**src/rtl/settings_bank.sv**
```systemverilog
// settings_bank: double-buffered settings register file with read-only status words and sequenced default restore
module settings_bank #(
  parameter int MEMORY_WIDTH = 32,
  parameter int ROM_MEMORY_LENGTH = 16,
  parameter int RAM_MEMORY_LENGTH = 8,
  parameter logic [RAM_MEMORY_LENGTH*MEMORY_WIDTH-1:0] RAM_DEFAULTS = '0,
  localparam int ADDR_WIDTH = $clog2(ROM_MEMORY_LENGTH + RAM_MEMORY_LENGTH)
) (
  input  logic                                        clk,
  input  logic                                        rstb,
  input  logic                                        wen,
  input  logic                                        ren,
  input  logic [ADDR_WIDTH-1:0]                       addr,
  input  logic [MEMORY_WIDTH-1:0]                     data_in,
  output logic [MEMORY_WIDTH-1:0]                     data_out,
  output logic                                        rvalid,
  output logic                                        err,
  input  logic                                        commit,
  input  logic                                        restore,
  output logic                                        busy,
  output logic                                        pending,
  input  logic [ROM_MEMORY_LENGTH*MEMORY_WIDTH-1:0]   rom_data,
  output logic [RAM_MEMORY_LENGTH*MEMORY_WIDTH-1:0]   ram_data_out
);
  localparam int IW = RAM_MEMORY_LENGTH > 1 ? $clog2(RAM_MEMORY_LENGTH) : 1;
  typedef enum logic [1:0] {IDLE, RESTORE, APPLY} state_t;
  state_t state, state_n;
  logic [IW-1:0] idx, idx_n;
  logic [MEMORY_WIDTH-1:0] shadow [RAM_MEMORY_LENGTH];
  logic [MEMORY_WIDTH-1:0] active [RAM_MEMORY_LENGTH];
  logic [MEMORY_WIDTH-1:0] rd_word;
  logic is_rom, is_ram, do_write, do_commit, do_apply, err_n;
  int a;
  assign a = int'(addr);
  assign is_rom = a < ROM_MEMORY_LENGTH;
  assign is_ram = a >= ROM_MEMORY_LENGTH && a < ROM_MEMORY_LENGTH + RAM_MEMORY_LENGTH;
  assign busy = state != IDLE;
  assign do_write = wen && !busy && is_ram;
  assign do_commit = commit && !busy && !restore;
  assign do_apply = state == APPLY;
  assign err_n = (wen && (busy || !is_ram)) || (ren && !is_rom && !is_ram) ||
                 (busy && (commit || restore)) || (!busy && commit && restore);
  for (genvar g = 0; g < RAM_MEMORY_LENGTH; g++) begin : g_out
    assign ram_data_out[g*MEMORY_WIDTH +: MEMORY_WIDTH] = active[g];
  end
  // RAM reads see shadow before this cycle's write lands
  always_comb begin
    rd_word = '0;
    for (int i = 0; i < ROM_MEMORY_LENGTH; i++)
      if (a == i) rd_word = rom_data[i*MEMORY_WIDTH +: MEMORY_WIDTH];
    for (int i = 0; i < RAM_MEMORY_LENGTH; i++)
      if (a == ROM_MEMORY_LENGTH + i) rd_word = shadow[i];
  end
  always_comb begin
    state_n = state;
    idx_n = idx;
    case (state)
      IDLE: if (restore) begin
        state_n = RESTORE;
        idx_n = '0;
      end
      RESTORE: if (int'(idx) == RAM_MEMORY_LENGTH - 1) state_n = APPLY;
               else idx_n = idx + 1'b1;
      default: state_n = IDLE;
    endcase
  end
  always_ff @(posedge clk) begin
    if (!rstb) begin
      state <= IDLE;
      idx <= '0;
      data_out <= '0;
      rvalid <= 1'b0;
      err <= 1'b0;
      pending <= 1'b0;
      for (int i = 0; i < RAM_MEMORY_LENGTH; i++) begin
        shadow[i] <= RAM_DEFAULTS[i*MEMORY_WIDTH +: MEMORY_WIDTH];
        active[i] <= RAM_DEFAULTS[i*MEMORY_WIDTH +: MEMORY_WIDTH];
      end
    end else begin
      state <= state_n;
      idx <= idx_n;
      rvalid <= ren;
      if (ren) data_out <= rd_word;
      err <= err_n;
      pending <= do_write ? 1'b1 : (do_commit || do_apply) ? 1'b0 : pending;
      for (int i = 0; i < RAM_MEMORY_LENGTH; i++) begin
        if (do_commit || do_apply) active[i] <= shadow[i];
        if (state == RESTORE && int'(idx) == i) shadow[i] <= RAM_DEFAULTS[i*MEMORY_WIDTH +: MEMORY_WIDTH];
        else if (do_write && a == ROM_MEMORY_LENGTH + i) shadow[i] <= data_in;
      end
    end
  end
endmodule

```
**config.mk**
```make
export PLATFORM = sky130hd
export DESIGN_NAME = settings_bank
export DESIGN_NICKNAME = d
export VERILOG_FILES = /design/src/rtl/settings_bank.sv
export SDC_FILE = /design/constraint.sdc
export NUM_CORES = 1
export LEC_CHECK = 0
export ABC_CLOCK_PERIOD_IN_PS = 64599
export CORE_AREA = 2 2 333 335
export CTS_CLUSTER_SIZE = 16
export DETAILED_ROUTE_END_ITERATION = 6
export DIE_AREA = 0 0 335 337
export PLACE_DENSITY = 0.52
export SETUP_SLACK_MARGIN = 0.3
export SLEW_MARGIN = 20
export SYNTH_ARGS = -nofsm -noshare
export SYNTH_HDL_FRONTEND = slang
export SYNTH_SLANG_ARGS = --single-unit
```
**constraint.sdc**
```tcl
create_clock -name clk -period 64.6 [get_ports clk]
set_clock_uncertainty 0.05 [all_clocks]
set_input_delay 16.15 -clock clk [delete_from_list [all_inputs] [get_ports clk]]
set_output_delay 16.15 -clock clk [all_outputs]
set_load 0.02 [all_outputs]
```
### Word level (Yosys, flattened, before mapping)

Memories as Yosys holds them, arrays and structs flattened.
Cells that the tools add are included.

| cells by class | value |
|---|---|
| order comparisons | 3 |
| multiplexer cells | 116 |
| add/sub/neg operators | 1 |
| eq/ne operators | 35 |
| reductions and logical operators | 44 |
| bitwise gates (word level) | 24 |

Operators with widths:

| operator | number |
|---|---|
| 32-bit 2-to-1 mux | 48 |
| 5-bit equality test (second input constant) | 16 |
| 1-bit 2-to-1 mux | 62 |
| 32-bit logical NOT | 1 |
| 1-bit logical AND | 26 |
| 1-bit OR | 24 |
| 5-bit by 4-bit equality test with 1-bit output (second input constant) | 4 |
| 3-bit equality test (second input constant) | 4 |
| 5-bit by 3-bit equality test with 1-bit output (second input constant) | 2 |
| 5-bit less-than comparator (second input constant) | 2 |
| 3-bit by 2-bit equality test with 1-bit output (second input constant) | 2 |
| 1-bit logical OR | 6 |
| 3-bit 2-to-1 mux | 2 |
| 2-bit inequality test (second input constant) | 3 |
| 3-bit one-hot mux with 2 select lines | 1 |
| 2-bit nonzero test | 3 |
| 5-bit by 2-bit equality test with 1-bit output (second input constant) | 1 |
| 5-bit >= comparator (second input constant) | 1 |
| 1-bit logical NOT | 4 |
| 2-bit 2-to-1 mux | 2 |
| 2-bit one-hot mux with 2 select lines | 1 |
| 3-bit by 1-bit adder with 3-bit output (second input constant) | 1 |
| 3-bit by 1-bit equality test with 1-bit output (second input constant) | 1 |
| 3-bit logical NOT | 1 |
| other kinds (5) | 5 |

| storage, ports and cells | value |
|---|---|
| flip-flop bits (word level) | 40 |
| memories | 2 |
| RAM bits | 512 |
| output and inout bits | 292 |

Memory list:

| memory | depth | width | rd ports | clocked after memory_dff | write ports | line | RTL |
|---|---|---|---|---|---|---|---|
| active | 8 | 32 | 8 | 0 | 8 | 30 | `logic [MEMORY_WIDTH-1:0] active [RAM_MEMORY_LENGTH];` |
| shadow | 8 | 32 | 8 | 0 | 8 | 29 | `logic [MEMORY_WIDTH-1:0] shadow [RAM_MEMORY_LENGTH];` |

### Logic depth before layout (Yosys ltp)

Gate-level depths: netlist (run 1).

| depth | value |
|---|---|
| depth after elaboration | 25 |
| gate-level depth with buffers | 11 |
| mapped depth without buffers | 7 |

### Least setup slack after synthesis (run 1)

No wires, ideal clock.

| timing path | value |
|---|---|
| path kind | input-to-reg |
| start point | in restore |
| end point | reg pending |
| library setup time | 0.859 ns |
| arrival | 34.509 ns |
| cell stages on the path | 4 |
| slack | 29.182 ns |
| path buffers | 0 |
| path through | inv_1 -> a21oi_1 -> o21ai_0 -> o21ai_0 |

| on the way | value |
|---|---|
| word-level cells in the longest chain between the ends | 4 |

Ends and longest elaborated chain:

| what | line | RTL |
|---|---|---|
| from (decl) | 19 | `input logic restore,` |
| 1-bit logical NOT | 39 | `assign do_commit = commit && !busy && !restore;` |
| 1-bit logical AND | 39 |  |
| 1-bit logical OR | 85 | `pending <= do_write ? 1'b1 : (do_commit \|\| do_apply) ? 1'b0 : pending;` |
| 2-bit nonzero test (no line) | - |  |
| to (signal assigned) | 85 |  |
| to (decl) | 21 | `output logic pending,` |

No other way between the ends.
A chain may end at the register's enable or synchronous reset.

==> results of run 1 <==
==> power by group through the flow <==
stage          registers (uW)  logic, uW  clock network (uW)
2_1_floorplan             443       46.8                   0
3_3_place_gp              427        169                   0
3_5_place_dp              427        169                   0
4_1_cts                   420        169                 378
5_1_grt                   421        175                 390
6_report                  420        171                 375
==> through the flow <==
step / cells / setup WS (ps) / util (%) / power [uW] / hold slack (ps)
2_1_floorplan: 2465 / 29180 / - / 489.8 / 448.2
3_5_place_dp: 4628 / 44070 / 35.02 / 595.9 / 399.9
5_1_grt: 4768 / 44560 / 36.98 / 986.4 / 449.1
3_3_place_gp: 4628 / 44080 / 35.02 / 596.7 / 388.2
6_report: 4777 / 44530 / 37.00 / 966.3 / 419.4
4_1_cts: 4750 / 44700 / 36.94 / 967.6 / 416.3
==> logic make-up after synthesis <==
family / share of synthesized area [%]
mux: 4.756
simple gates: 18.44
flops: 57.25
buf+inv: 3.839
compound gates: 15.42
fa+ha+maj: 0.3011
==> per-layer routing <==
metal	vias up	track usage [%]	wire length (um)
li1	10889	-	-
met1	13623	41.96	75530
met2	2003	52.39	87940
met3	400	9.634	21000
met4	38	14.78	9144
met5	-	0	241
==> tightest hold or removal path, cell delays in order (launching register included) <==
cell and delay (ps):
dfxtp_1 320, nand2_1 50, o21ai_1 50
==> flip-flops by register name (all words and copies together), names as in the netlist <==
| signal | flops |
|---|---|
| shadow | 256 |
| pending | 1 |
| state | 2 |
| active | 256 |
| err | 1 |
| idx | 3 |
| data_out | 32 |
| rvalid | 1 |
==> worst paths after layout <==
path | start | to | slack, ps
max | addr[4] | shadow[1][5] | 44530
min | data_out[21] | data_out[21] | 420
max reg2reg | state[0] | shadow[1][5] | 61360
min reg2reg | data_out[21] | data_out[21] | 420
==> synthesized netlist by cell type, types with 7 or more instances <==
master	count	share of area (%)
a211oi_1	21	0.56
nand2_1	94	1.2
inv_1	15	0.20
dfxtp_1	40	2.8
a31oi_1	31	0.69
and3_1	20	0.44
o22ai_1	60	1.3
mux2_2	26	1.0
buf_4	24	0.64
nand2b_1	18	0.40
a2111oi_0	7	0.22
o21ai_0	146	2.6
nor2_1	118	1.6
mux4_2	20	1.6
a22oi_1	35	0.93
o21ai_1	11	0.19
and2_1	519	11
nand3_1	27	0.48
a21oi_1	155	2.7
buf_2	87	1.5
a2bb2oi_1	13	0.40
nand3b_1	7	0.19
o221ai_1	18	0.56
a22o_1	9	0.28
nor2b_1	18	0.40
clkbuf_1	81	1.1
a221oi_1	18	0.56
nor3_1	34	0.60
o32ai_1	12	0.37
o211ai_1	32	0.85
a32oi_1	9	0.28
a221o_1	12	0.43
a222oi_1	7	0.25
a21o_1	12	0.32
mux2i_1	60	2.1
edfxtp_1	512	54
==> area by class of cell <==
class | instances | area (um2) | area share [%]
sequential | 552 | 16180 | 39.89
antenna | 27 | 67.56 | 0.1666
multi-input combinational | 1689 | 11150 | 27.48
clock buffer | 92 | 1813 | 4.471
inverter | 18 | 67.56 | 0.1666
clock inverter | 30 | 287.8 | 0.7096
tap | 1426 | 1784 | 4.400
timing repair buffer | 943 | 9211 | 22.71
==> flow_summary.toml, run 1 <==
[cts]
clk_latency_ps = 620
ctsLongestPathBuffers = 3
cts_tree = "yes"
root_buffer = "clkbuf_16"
cts_sinks = 552
cts_resized = 0
post-cts-setup-buffers = 0
clk_pin_slew_worst_paths_ps = 60
numCtsBuffers = 66
cts_max_level = 3
cts_hold_buf = 0

[placed_design]
dpl.hpwl_mm = 146.3
dpl-instance-area_um2 = 38380
place.gp.congestion = 0.9744
io_buffer_count = 846

[global_route]
grt.total_usage_pct = 33.15
grt_pass1_wl_mm = 249.0
grt_max_degree = 129
antenna_found_initial = 54
grt.overflow.total = 0
grt_pass1_vias = 26244

[power]
p_int_uw = 692.1
vdd_ir_drop_max_mv = 0.01578
clock_power_share_pct = 38.8
p_leak_uw = 0.01468
switchingPower_uw = 274.2
switching_share_pct = 28.38
combPwrFrac_pct = 17.7
seqPwrFrac_pct = 43.5
power.density_nw_per_um2 = 23.83

[die]
core_area_um2 = 109600
ios = 847
die_x_um = 335
rows = 122
start_util_pct = 25.78
dieArea_um2 = 112900
die_y_um = 337

[sta]
slew_headroom_pct = 19.85
setup_viol = 0
timing.final.crit_share_pct = 31.07
setup_tns_ps = 0
tightest_slew_ps = 1201
timing.fmax_mhz = 49.82
rsz0062_at_grt = "no"
finalMaxSlewViolations = 0
period_needed_ps = 20070
hold_viol = 0

[yosys]
synth-edff-count = 512
synthArstFlopShare_pct = 0
ys_ff_latch = 552
seq_area_frac_synth_pct = 57.25
synth-main-ff-cell = "edfxtp_1"
synth_warnings = 0
synth.avg_cell_area_um2 = 11.46
synthCells = 2465
netlist_area_um2 = 28250
yosysUniqueCellTypes = 90
syn_nets = 3026

[worst_setup_path]
reg2reg_depth = 4
worst-path-stages = 7
critPathBufInv = 4
cpLargestDelayFamily = "buffers and inverters"
cp.required_ps = 64800
start_kind = "input port"
slowest_delay_ps = 970
crit_path_end_kind = "register"
critical_path_class = "input port to register"
worstPathCellList = "buf_2, buf_4, inv_2, nor2_1, nand3_1, o211ai_1, buf_4"
arrival_ps = 20280
cp_slowest_cell = "o211ai_1"
cpMostUsedCell = "buf_4"
crit_path_max_fanout = 25

[cells_and_area]
n_fill_cell = 10877
drive_above_1_share_pct = 8.815
final_cell_mix = "clkdlybuf4s50_1 (839), and2_1 (518), edfxtp_1 (512)"
final_common_cell = "clkdlybuf4s50_1"
area_growth_pct = 43.53
final_cell_area_um2 = 40550
nNetsFinal = 3831

[flow_run]
drv_cap = 0

[routing]
drc = 0
drtAntennaViolNets = 0
vias = 26953
drt-initial-drc-count = 3866
routedWlPerCell_um = 40.58
first_pass_iters = 6
vias_per_cell = 5.642
routed_wl_mm = 193.8

[hold_path]
min_path_cells = 2
min_path_type = "register to register"

[status]
status = "completed"
(Power assumes the default switching activity.)
==> inputs of run 2 (changes only) <==
ABC_CLOCK_PERIOD_IN_PS = 19100   (was 64599)
clock period = 19.1 ns   (was 64.6 ns; I/O delays follow)
==> flow_summary.toml, run 2 (synthesis results as in run 1) <==
[routing]
routed_wl_mm = 192.5
drc = 0
drtAntennaViolNets = 0
vias = 26586
drt-initial-drc-count = 3632
first_pass_iters = 5
routedWlPerCell_um = 40.40
vias_per_cell = 5.581

[sta]
holdWs_ps = 400.0
rsz0062_at_grt = "no"
setup_viol = 0
timing.fmax_mhz = 120.0
slew_headroom_pct = 22.00
finalMaxSlewViolations = 0
tightest_slew_ps = 1166
timing.final.crit_share_pct = 43.63
period_needed_ps = 8334
worst_slack_ps = 10770
setup_tns_ps = 0
hold_viol = 0

[cts]
cts_tree = "yes"
ctsLongestPathBuffers = 3
cts_max_level = 2
post-cts-setup-buffers = 0
clk_pin_slew_worst_paths_ps = 70
cts_sinks = 552
cts_hold_buf = 0
numCtsBuffers = 58
clk_latency_ps = 660
root_buffer = "clkbuf_16"
cts_resized = 0

[worst_setup_path]
start_kind = "input port"
crit_path_max_fanout = 27
cp.required_ps = 19330
crit_path_end_kind = "register"
critical_path_class = "input port to register"
reg2reg_depth = 5
reg2reg_slack_ps = 14820
arrival_ps = 8570
r2r_start = "state[1]"
worstReg2RegEnd = "active[1][81]"

[cells_and_area]
utilization_pct = 36.83
register_area_um2 = 16180
final_cell_mix = "clkdlybuf4s50_1 (839), and2_1 (518), edfxtp_1 (512)"
multi_input_area_um2 = 11150
final_common_cell = "clkdlybuf4s50_1"
nNetsFinal = 3817
area_growth_pct = 42.87
top_regs = "active: 256 flops, shadow: 256 flops, data_out: 32 flops"
drive_above_1_share_pct = 8.838
n_fill_cell = 10928

[flow_run]
drv_cap = 0

[die]
start_util_pct = 25.78
die_y_um = 337
die_x_um = 335
rows = 122
core_area_um2 = 109600
dieArea_um2 = 112900
ios = 847

[status]
status = "completed"

[global_route]
grt_use_met3_pct = 10.35
grt_pass1_wl_mm = 246.6
grt_max_degree = 102
grt.total_usage_pct = 32.80
busiest_layer = "met2"
grt_pass1_vias = 26058
use_met1_pct = 40.30
grt.overflow.total = 0
antenna_found_initial = 73
grt.met2_usage_pct = 52.95

[hold_path]
hold_path_end = "data_out[4]"
min_path_cells = 2
min_from = "data_out[4]"
min_path_type = "register to register"

[placed_design]
place.gp.congestion = 0.9504
io_buffer_count = 846
dpl.hpwl_mm = 145.1
place_ws_ps = 10140

[power]
vdd_ir_drop_max_mv = 0.08073
p_leak_uw = 0.01457
power.density_nw_per_um2 = 78.70
## run 2: changes by cell type in the layout (fill, tap and decap cells not counted), moves of 2 or more
cell        delta
buf_16         +2
buf_4          -7
bufinv_16      +3
clkbuf_1      -16
clkbuf_16     -11
clkbuf_8       +2
clkinv_2       +7
clkinvlp_4     +3
diode_2        +7
## run 2: worst max-delay path by stage
stage	startpoint	endpoint	slack (ps)	cells past startpoint
floorplan	restore	active[0][0]	2010	3
global placement	restore	active[0][108]	10150	7
detailed placement	restore	active[1][82]	10140	7
CTS	restore	active[1][48]	10830	7
global route	restore	active[1][19]	10580	7
finish	addr[4]	shadow[0][30]	10770	9
## run 2: layout make-up
class                           instances  share of cell area (%)
Clock buffer                           67                   3.729
Sequential cell                       552                   40.07
Antenna cell                           34                  0.2108
Timing Repair Buffer                  937                   22.78
Clock inverter                         41                   1.001
Tap cell                             1426                   4.420
Multi-Input combinational cell       1689                   27.62
Inverter                               18                  0.1674
## run 2: worst max-delay path, cell delays in order
cell and delay [ps]:
buf_2 500, buf_4 500, inv_2 230, nor2_1 490, and3_1 270, nand2_1 260, nor3_4 270, nand3b_1 570
buf_4 550
## run 2: metal layers
metal / up-vias / share of wire, %
met5: - / 0.16
met4: 50 / 4.7
met3: 394 / 11
met2: 1830 / 46
met1: 13469 / 38
li1: 10843 / -
## run 2: power breakdown
group / internal (uW) / switching, uW
clock: 659 / 523
combinational: 234 / 341
sequential: 1380 / 39.1
total: 2270 / 903
## run 2: stage by stage
stage / cells / instance area, um2 / power (uW)
2_1_floorplan: 2465 / 28250 / 1647
3_3_place_gp: 4620 / 38300 / 2012
3_5_place_dp: 4622 / 38370 / 2011
4_1_cts: 4730 / 40280 / 3181
5_1_grt: 4756 / 40350 / 3241
6_report: 4764 / 40370 / 3177
==> RTL edit 1: new RTL, flow settings as in run 1 <==
The output `rvalid` loses its register stage (`rvalid` becomes a continuous assignment).
--- a/src/rtl/settings_bank.sv
+++ b/src/rtl/settings_bank.sv
@@ -71,3 +71,2 @@
       data_out <= '0;
-      rvalid <= 1'b0;
       err <= 1'b0;
@@ -81,3 +80,2 @@
       idx <= idx_n;
-      rvalid <= ren;
       if (ren) data_out <= rd_word;
@@ -92,2 +90,4 @@
   end
+
+  assign rvalid = ren;
 endmodule
Formal check against the unedited RTL: not equivalent (a bounded check fails within 4 cycles, from zero or initial values and one cycle with rstb low).
==> RTL edit 1 against run 1 <==
Power down 0.73%. Die area stayed put. Fmax fell by 39%. Wire length decreased by 9.4%. Worst setup slack worse by 13 ns. Design area shrank 3.2%. Sequential share of layout area increased by 1.3 points. Synthesized area shrank 5.6%. Sequential cell count decreased by 1. Worst hold slack better by 0.00054 ns. Largest power group unchanged. Highest routed layer unchanged.
==> RTL edit 1: results <==
metrics = {
    "status": {
        "status": "completed",
    },
    "cells_and_area": {
        "nFlopsAndLatches": 551,
        "n_all_inverters": 12,
        "clock_area_frac": 0.0552,
        "nFillCells": 10900,
        "buf_share": 0.232,
        "nClkBuffers": 90,
        "n_all_buffers": 928,
    },
    "worst_setup_path": {
        "rr_worst_depth": 6,
        "cp_slowest_cell": "clkdlybuf4s50_1",
        "arrival_ns": 16.89,
        "crit_end": "rvalid",
    },
    "synth": {
        "synthMuxAreaShare": 0.0466,
        "synth_area_leaders": "edfxtp_1, and2_1, mux4_2",
        "yosysSeqAreaShare": 0.606,
        "synthAdderAreaFrac": 0.00319,
        "ys_types": 75,
    },
    "grt": {
        "antenna_found_initial": 92,
        "grt_pass1_wl_mm": 224,
        "grt_use_met1": 0.396,
        "grtUsageMet3": 0.119,
    },
    "routing": {
        "routed_wl_mm": 176,
        "dr_wl_met2_mm": 76.0,
        "wl_met1_mm": 73.6,
    },
    "timing": {
        "tightest_slew_ns": 1.28,
    },
    "pwr": {
        "ir_drop_mv": 0.0211,
        "power.leakage_nw": 14.4,
    },
    "clocking": {
        "numCtsBuffers": 67,
    },
}
==> RTL edit 1: changes by cell type in the layout (fill, tap and decap cells not counted), moves of 13 or more <==
cell,run 1,this run
and2_1,518,388
and3_1,19,134
a21oi_1,155,112
o21ai_0,145,106
mux2i_1,60,24
a22oi_1,35,56
o211ai_1,32,13
a31oi_1,31,13
mux4_2,20,38
buf_4,97,80
a211oi_1,21,8
a221oi_1,18,31
mux2_2,26,13
==> RTL edit 1: worst min path at each step <==
stage                                    from                   endpoint  slack, ns  cells past startpoint
floorplan                 idx[0]$_SDFFE_PN0P_        idx[0]$_SDFFE_PN0P_       0.42                      2
global placement    data_out[13]$_SDFFE_PN0P_  data_out[13]$_SDFFE_PN0P_       0.39                      2
detailed placement   data_out[6]$_SDFFE_PN0P_   data_out[6]$_SDFFE_PN0P_       0.40                      2
CTS                  data_out[6]$_SDFFE_PN0P_   data_out[6]$_SDFFE_PN0P_       0.42                      2
global route         data_out[6]$_SDFFE_PN0P_   data_out[6]$_SDFFE_PN0P_       0.45                      2
finish               data_out[6]$_SDFFE_PN0P_   data_out[6]$_SDFFE_PN0P_       0.42                      2
==> RTL edit 1: stage by stage <==
step / cell area [sq um] / worst slack, ns / instances / hold WS [ns] / power (mW)
CTS: 39200 / 31.51 / 4511 / 0.418 / 0.963
global placement: 37000 / 31.52 / 4390 / 0.393 / 0.583
finish: 39300 / 31.51 / 4550 / 0.420 / 0.959
floorplan: 26700 / 32.12 / 2215 / 0.416 / 0.477
global route: 39200 / 31.49 / 4532 / 0.448 / 0.984
detailed placement: 37000 / 31.51 / 4391 / 0.404 / 0.583
==> RTL edit 1: report_power, final <==
group	leakage [nW]	internal [mW]	switching, mW
Clock	1.05	0.219	0.163
Sequential	5.70	0.409	0.00959
Combinational	7.68	0.0668	0.0920
Total	14.4	0.694	0.265
==> RTL edit 2: new RTL, settings of run 1 <==
Without the edit above. The parameter `MEMORY_WIDTH` goes from 32 to 16.
--- a/src/rtl/settings_bank.sv
+++ b/src/rtl/settings_bank.sv
@@ -2,3 +2,3 @@
 module settings_bank #(
-  parameter int MEMORY_WIDTH = 32,
+  parameter int MEMORY_WIDTH = 16,
   parameter int ROM_MEMORY_LENGTH = 16,
Interface: changed (resized data_in, data_out, ram_data_out and rom_data); port bits go from 847 to 431. The function was not compared with the original's and may differ.
==> RTL edit 2 against run 1 <==
Worst setup slack better by 1.2 ns. Power decreased by 52%. Synthesized cell count down 48%. Design area fell by 47%. Sequential cell count fell by 272. Via count is 52% lower. Fmax grew 6.1%. Wire length fell by 54%. Non-clock buffer count down 480. Synthesized area down 47%. Cell count fell by 34%. Critical path type unchanged. Critical endpoint is now shadow[1][49]$_SDFFCE_PN0P_. Largest cell class unchanged.
==> RTL edit 2: results <==
metrics = {
    "clocking": {
        "clock_sinks": 280,
        "cts_max_level": 1,
    },
    "cells_and_area": {
        "final_nets": 1970,
        "seqCellArea_sq_um": 8170,
        "area_growth_pct": 44.7,
        "nFillCells": 12000,
        "final_cells": 3129,
        "clock_area_frac": 0.0413,
        "n_all_inverters": 21,
        "multi_input_area_share": 0.282,
        "layout-drive-gt1-share": 0.0834,
        "n_all_buffers": 463,
        "multi_input_cells": 886,
    },
    "routing": {
        "firstDrtPassIters": 5,
        "dr_wl_met2_mm": 38.3,
    },
    "status": {
        "status": "completed",
    },
    "placed_design": {
        "pre_cts_ws_ns": 45.07,
        "post-dp-hpwl_mm": 70.9,
    },
    "synth": {
        "yosysSeqAreaShare": 0.548,
        "synth_compound_area_frac": 0.147,
        "yosys-top-cells-count": "and2_1, edfxtp_1, a21oi_1",
        "synth_area_leaders": "edfxtp_1, and2_1, dfxtp_1",
        "syn_nets": 1576,
        "avgSynthCellArea_sq_um": 11.6,
    },
    "worst_setup_path": {
        "arrival_ns": 19.28,
        "reg2reg_to": "active[0][37]$_SDFFCE_PN0P_",
        "crit_end": "shadow[1][49]$_SDFFCE_PN0P_",
    },
    "pwr": {
        "ir_drop_mv": 0.0156,
        "finalPower_uw": 464,
    },
    "grt": {
        "grt_usage": 0.150,
        "grtUsageMet3": 0.0608,
    },
}
-- RTL edit 2: cell types whose count changed in the layout (fill, tap and decap cells not counted), moves of 49 or more --
cell,run 1,this run
and2_1,518,256
nor2_1,112,63
o21ai_0,145,69
clkdlybuf4s50_1,839,427
buf_4,97,32
edfxtp_1,512,256
a21oi_1,155,77
-- RTL edit 2: cell families (layout without fill, tap and decap cells) --
| family | after synthesis | in the layout |
|---|---|---|
| adder cells (fa/ha/maj) | 7 | 7 |
| flip-flops | 280 | 280 |
| AND/OR/NAND/NOR | 480 | 480 |
| multiplexers | 72 | 72 |
| other | 0 | 1 |
| AO/OA/AOI/OAI | 327 | 327 |
| buffers and inverters | 121 | 536 |
-- RTL edit 2: worst register-to-register path, cell delays in order, from the launching register on --
cell     delay (ns)
dfxtp_1        0.52
a21oi_1        0.17
o21ai_4        0.69
buf_4          0.71
buf_4          0.76
